File: config.mk
export PLATFORM = sky130hd
export DESIGN_NAME = run_length_tx
export DESIGN_NICKNAME = d
export VERILOG_FILES = /design/src/rtl/zd_link_pkg.sv /design/src/rtl/rl_down_counter.sv /design/src/rtl/run_length_tx.sv
export SDC_FILE = /design/constraint.sdc
export NUM_CORES = 1
export LEC_CHECK = 0
export CORE_MARGIN = 2
export CORE_UTILIZATION = 44
export DETAILED_ROUTE_END_ITERATION = 6
export PLACE_DENSITY = 0.68
export SYNTH_ARGS = -nofsm -noshare
export SYNTH_HDL_FRONTEND = slang
export SYNTH_HIERARCHICAL = 1
export SYNTH_SLANG_ARGS = --single-unit
File: constraint.sdc
create_clock -name clk -period 2.3 [get_ports clk]
set_clock_uncertainty 0.2 [all_clocks]
set_input_delay 0.69 -clock clk [delete_from_list [all_inputs] [get_ports clk]]
set_output_delay 0.69 -clock clk [all_outputs]
set_load 0.005 [all_outputs]
File: src/rtl/zd_link_pkg.sv
// Shared definitions for the zero-detector link.
// The state encoding is reused by the detector bench, so keep these values stable.
package zd_link_pkg;

  localparam logic [1:0] ST_IDLE = 2'b00;
  localparam logic [1:0] ST_RUN  = 2'b01;
  localparam logic [1:0] ST_STOP = 2'b10;
  localparam logic [1:0] ST_GAP  = 2'b11;

  typedef enum logic [1:0] {
    S_IDLE = ST_IDLE,
    S_RUN  = ST_RUN,
    S_STOP = ST_STOP,
    S_GAP  = ST_GAP
  } tx_state_e;

endpackage

File: src/rtl/rl_down_counter.sv
// Loadable down-counter with a zero flag. It saturates at zero, so it never wraps.
// Ports:
//   clk, rst     clock, async active-low reset (count clears to 0)
//   i_load       load i_load_val (takes priority over i_dec)
//   i_load_val   value to load
//   i_dec        decrement by one while non-zero
//   o_zero_c     combinational: count == 0
module rl_down_counter #(
  parameter int unsigned W = 4
) (
  input  logic         clk,
  input  logic         rst,
  input  logic         i_load,
  input  logic [W-1:0] i_load_val,
  input  logic         i_dec,
  output logic         o_zero_c
);

  logic [W-1:0] r_count;

  // Count register
  always_ff @(posedge clk or negedge rst) begin
    if (!rst) begin
      r_count <= '0;
    end else if (i_load) begin
      r_count <= i_load_val;
    end else if (i_dec && (r_count != '0)) begin
      r_count <= r_count - W'(1);
    end
  end

  assign o_zero_c = (r_count == '0);

endmodule

File: src/rtl/run_length_tx.sv
// Serial run-length transmitter: sends N ones, one stop 0, then GAP idle 0s.
// Ports:
//   clk, rst    clock, async active-low reset
//   len_in      run length N, captured on the handshake
//   len_valid   len_in valid
//   len_ready   idle, can accept (combinational from state)
//   x_out       serial line (registered)
//   busy        frame in progress (registered)
//   stop_strb   high during the stop bit of a frame with N>0 (registered)
module run_length_tx
  import zd_link_pkg::*;
#(
  parameter int unsigned LEN_W = 4,
  parameter int unsigned GAP   = 1
) (
  input  logic             clk,
  input  logic             rst,
  input  logic [LEN_W-1:0] len_in,
  input  logic             len_valid,
  output logic             len_ready,
  output logic             x_out,
  output logic             busy,
  output logic             stop_strb
);

  // A zero-width counter is illegal, so GAP=0 keeps a 1-bit counter that is never loaded.
  localparam int unsigned GAP_W    = (GAP > 0) ? $clog2(GAP + 1) : 1;
  localparam int unsigned GAP_LOAD = (GAP > 0) ? GAP - 1 : 0;

  tx_state_e r_state;
  tx_state_e w_next;
  logic      r_x;
  logic      r_busy;
  logic      r_strb;

  logic w_accept;
  logic w_run_load;
  logic w_run_dec;
  logic w_run_zero;
  logic w_gap_load;
  logic w_gap_dec;
  logic w_gap_zero;
  logic w_x_next;
  logic w_busy_next;
  logic w_strb_next;

  assign len_ready = (r_state == S_IDLE);
  assign w_accept  = len_valid & len_ready;

  // The counters hold "cycles left after this one", so they are loaded with N-1 and GAP-1.
  rl_down_counter #(.W(LEN_W)) u_run_cnt (
    .clk        (clk),
    .rst        (rst),
    .i_load     (w_run_load),
    .i_load_val (LEN_W'(len_in - LEN_W'(1))),
    .i_dec      (w_run_dec),
    .o_zero_c   (w_run_zero)
  );

  rl_down_counter #(.W(GAP_W)) u_gap_cnt (
    .clk        (clk),
    .rst        (rst),
    .i_load     (w_gap_load),
    .i_load_val (GAP_W'(GAP_LOAD)),
    .i_dec      (w_gap_dec),
    .o_zero_c   (w_gap_zero)
  );

  // Next state, counter controls and next values of the registered outputs
  always_comb begin
    w_next     = r_state;
    w_run_load = 1'b0;
    w_run_dec  = 1'b0;
    w_gap_load = 1'b0;
    w_gap_dec  = 1'b0;

    case (r_state)
      S_IDLE: begin
        if (w_accept) begin
          if (len_in != '0) begin
            w_next     = S_RUN;
            w_run_load = 1'b1;
          end else begin
            w_next = S_STOP;
          end
        end
      end
      S_RUN: begin
        if (w_run_zero) begin
          w_next = S_STOP;
        end else begin
          w_run_dec = 1'b1;
        end
      end
      S_STOP: begin
        if (GAP > 0) begin
          w_next     = S_GAP;
          w_gap_load = 1'b1;
        end else begin
          w_next = S_IDLE;
        end
      end
      S_GAP: begin
        if (w_gap_zero) begin
          w_next = S_IDLE;
        end else begin
          w_gap_dec = 1'b1;
        end
      end
      default: w_next = S_IDLE;
    endcase

    w_x_next    = (w_next == S_RUN);
    w_busy_next = (w_next != S_IDLE);
    // Only a RUN->STOP transition marks a real stop bit; IDLE->STOP is the N=0 case.
    w_strb_next = (r_state == S_RUN) && (w_next == S_STOP);
  end

  // State and output registers
  always_ff @(posedge clk or negedge rst) begin
    if (!rst) begin
      r_state <= S_IDLE;
      r_x     <= 1'b0;
      r_busy  <= 1'b0;
      r_strb  <= 1'b0;
    end else begin
      r_state <= w_next;
      r_x     <= w_x_next;
      r_busy  <= w_busy_next;
      r_strb  <= w_strb_next;
    end
  end

  assign x_out     = r_x;
  assign busy      = r_busy;
  assign stop_strb = r_strb;

endmodule
==> results.py <==
metrics = {
    "status": {
        "status": "finished clean",
    },
    "routing": {
        "routed_wl_microns": 1590,
        "wl_met1_microns": 660,
        "route.met3.wl_microns": 79,
        "drt_iter0_markers": 11,
        "wl_per_cell_microns": 14.9,
        "dr.pass1.iters": 4,
        "top_layer": "met4",
        "via_per_inst": 5.40,
        "dr_wl_met2_microns": 810,
        "ant_nets": 0,
        "drc": 0,
        "vias": 578,
    },
    "worst_setup_path": {
        "arrival_ns": 1.37,
        "start_kind": "flop",
        "worstRegToRegCells": 8,
        "endpoint": "len_ready",
        "path_class": "flop to output port",
        "cp-end-kind": "output port",
        "required_ns": 1.41,
        "r2r_setup_slack_ns": 0.05,
        "r2r_start": "u_run_cnt/r_count[1]",
        "regToRegEndpoint": "u_run_cnt/r_count[1]",
        "cp_max_fo": 8,
        "crit_start": "r_state[0]",
    },
    "global_routing": {
        "grt_overflow": 0,
        "grt_pass1_wl_microns": 2430,
        "antenna_found_initial": 0,
        "grt_pass1_vias": 578,
        "grtUsageTotal": 0.186,
        "grt_max_degree": 11,
    },
    "cts": {
        "postCtsHoldBufs": 0,
        "clock_latency_ns": 0.26,
        "clockRootBuffer": "clkbuf_4",
        "clk_pin_slew_ns": 0.06,
        "ctsHtreeMaxLevel": 1,
        "cts.sinks": 10,
        "numCtsBuffers": 3,
        "clockBufferDepth": 2,
        "cts_tree": "built",
    },
    "logic_synthesis": {
        "yosysMostFrequentCell": "dfrtp_1",
        "synth-edff-count": 0,
        "synth_flop_cell": "dfrtp_1",
        "synth_area_leader_cell": "dfrtp_1",
        "synth_nets": 73,
        "yosysSeqAreaShare": 0.402,
        "ys_top_cells_by_count": "dfrtp_1, inv_1, nand2_1",
        "ys_ff_latch": 10,
        "yosys_warnings": 6,
        "yosysTopAreaCellShare": 0.402,
        "synthArstFlopShare": 1.00,
        "avgSynthCellArea_sq_um": 9.74,
        "synth_cell_types": 32,
        "synthTopCellsByArea": "dfrtp_1, inv_1, ha_1, nor3b_1, or3b_1",
        "syn_area_sq_um": 623,
        "syn-instance-count": 64,
    },
    "place": {
        "gp_congestion": 0.747,
        "dp.cells": 99,
        "dpl_worst_slack_ns": -0.445,
        "hpwl_microns": 978,
        "port-buffer-count": 10,
    },
    "min_path": {
        "hold_path.class": "flop to flop",
        "hold_path_startpoint": "u_gap_cnt/r_count",
    },
    "sta": {
        "setup_ws_ns": 0.0366,
        "maxSlewViolCount": 0,
        "finalCritPeriodShare": 0.984,
        "max_freq_mhz": 442,
        "timing.final.crit_period_ns": 2.26,
        "hold_violations": 0,
        "setup_viol_count_final": 0,
        "hold_slack_ns": 0.354,
        "grt_setup_unrepaired": "true",
    },
    "layout": {
        "layout-drive-gt1-share": 0.391,
        "final_util": 0.704,
        "stdcell_count": 107,
        "diodes": 0,
        "nNetsFinal": 102,
        "area_delta_synth_final_pct": 48.8,
    },
    "floorplanning": {
        "fp.dieW_microns": 41.6,
        "start_util": 0.473,
        "die_area_sq_mm": 0.00173,
        "fp.coreArea_sq_mm": 0.00132,
        "die_y_microns": 41.6,
        "row_count": 13,
        "io_pins": 11,
    },
    "pwr": {
        "finalPower_mw": 1.15,
        "p_leak_nw": 0.444,
        "powerDensity_mw_per_mm2": 1240,
        "vdd_ir_drop_max_uv": 707,
    },
    "job": {
        "max-cap-violations": 0,
    },
}
state kept, by name, indices dropped and copies added, names as in the netlist:
register / flops
u_gap_cnt/r_count: 1
busy: 1
u_run_cnt/r_count: 4
x_out: 1
stop_strb: 1
r_state: 2
worst min-delay path by stage:
stage          cells after the start  slack (ns)                 to
2_1_floorplan                      0        0.19               busy
3_3_place_gp                       2        0.34  u_gap_cnt/r_count
3_5_place_dp                       2        0.34  u_gap_cnt/r_count
4_1_cts                            2        0.35  u_gap_cnt/r_count
5_1_grt                            2        0.40  u_gap_cnt/r_count
6_report                           2        0.35  u_gap_cnt/r_count
worst max-delay path: stages, from the launching register on:
cell             delay [ns]
dfrtp_2                0.47
nor2_4                 0.13
clkdlybuf4s50_1        0.51
metal layers:
layer | global-route usage | vias up
li1 | - | 282
met1 | 0.231 | 259
met2 | 0.303 | 28
met3 | 0.0174 | 9
met4 | 0.123 | 0
met5 | 0 | -
metrics by stage:
step	TNS [ns]	instance area [sq um]
final	0	927
after global routing	-0.0834	927
after CTS	0	875
after detailed placement	-1.39	818
after global placement	-1.05	818
after floorplan	0	628
where the power goes:
group | leakage [nW] | internal, mW | switching, mW
Sequential | 0.120 | 0.263 | 0.0930
Clock | 0.0210 | 0.0961 | 0.0604
Combinational | 0.303 | 0.359 | 0.274
cells by family (layout without fill, tap and decap cells):
| group | Yosys count | in the layout | synth area share |
|---|---|---|---|
| buffers and inverters | 11 | 38 | 0.0783 |
| xor gates and xnor gates | 2 | 2 | 0.0281 |
| adders and majority gates | 2 | 2 | 0.0402 |
| and+or+nand+nor | 25 | 26 | 0.279 |
| other | 1 | 1 | 0.00602 |
| AOI/OAI and AO/OA | 13 | 13 | 0.167 |
| DFF | 10 | 10 | 0.402 |
layout by cell type (no fill, tap or decap), drive strengths merged, types with 2 or more instances in the layout:
cell           synthesis  final
clkdlybuf4s50          0      8
ha                     2      2
nand2b                 2      2
nor3                   3      3
a21oi                  2      2
inv                   10     10
dlymetal6s2s           0      2
o21ai                  3      3
nand2                  4      4
clkbuf                 0      4
xor2                   2      2
or3b                   2      2
dfrtp                 10     10
nor3b                  4      4
nor2                   3      4
buf                    1     14
cell type report:
class,count,area [sq um]
sequential,10,253
inverter,10,37.5
tap,15,18.8
clock buffer,4,36.3
timing repair buffer,24,210
fill,100,390
multi-input combinational,44,372
what timing repair did:
item | 4_1_cts | 5_1_grt
gates resized for setup | 6 | 8
endpoints found under the setup margin | 4 | 3
cloned | 0 | 1
hold endpoints to repair | 0 | 0
setup buffers | 0 | 3
pin swaps | 2 | 2
Power figures use the tool's default switching activity.
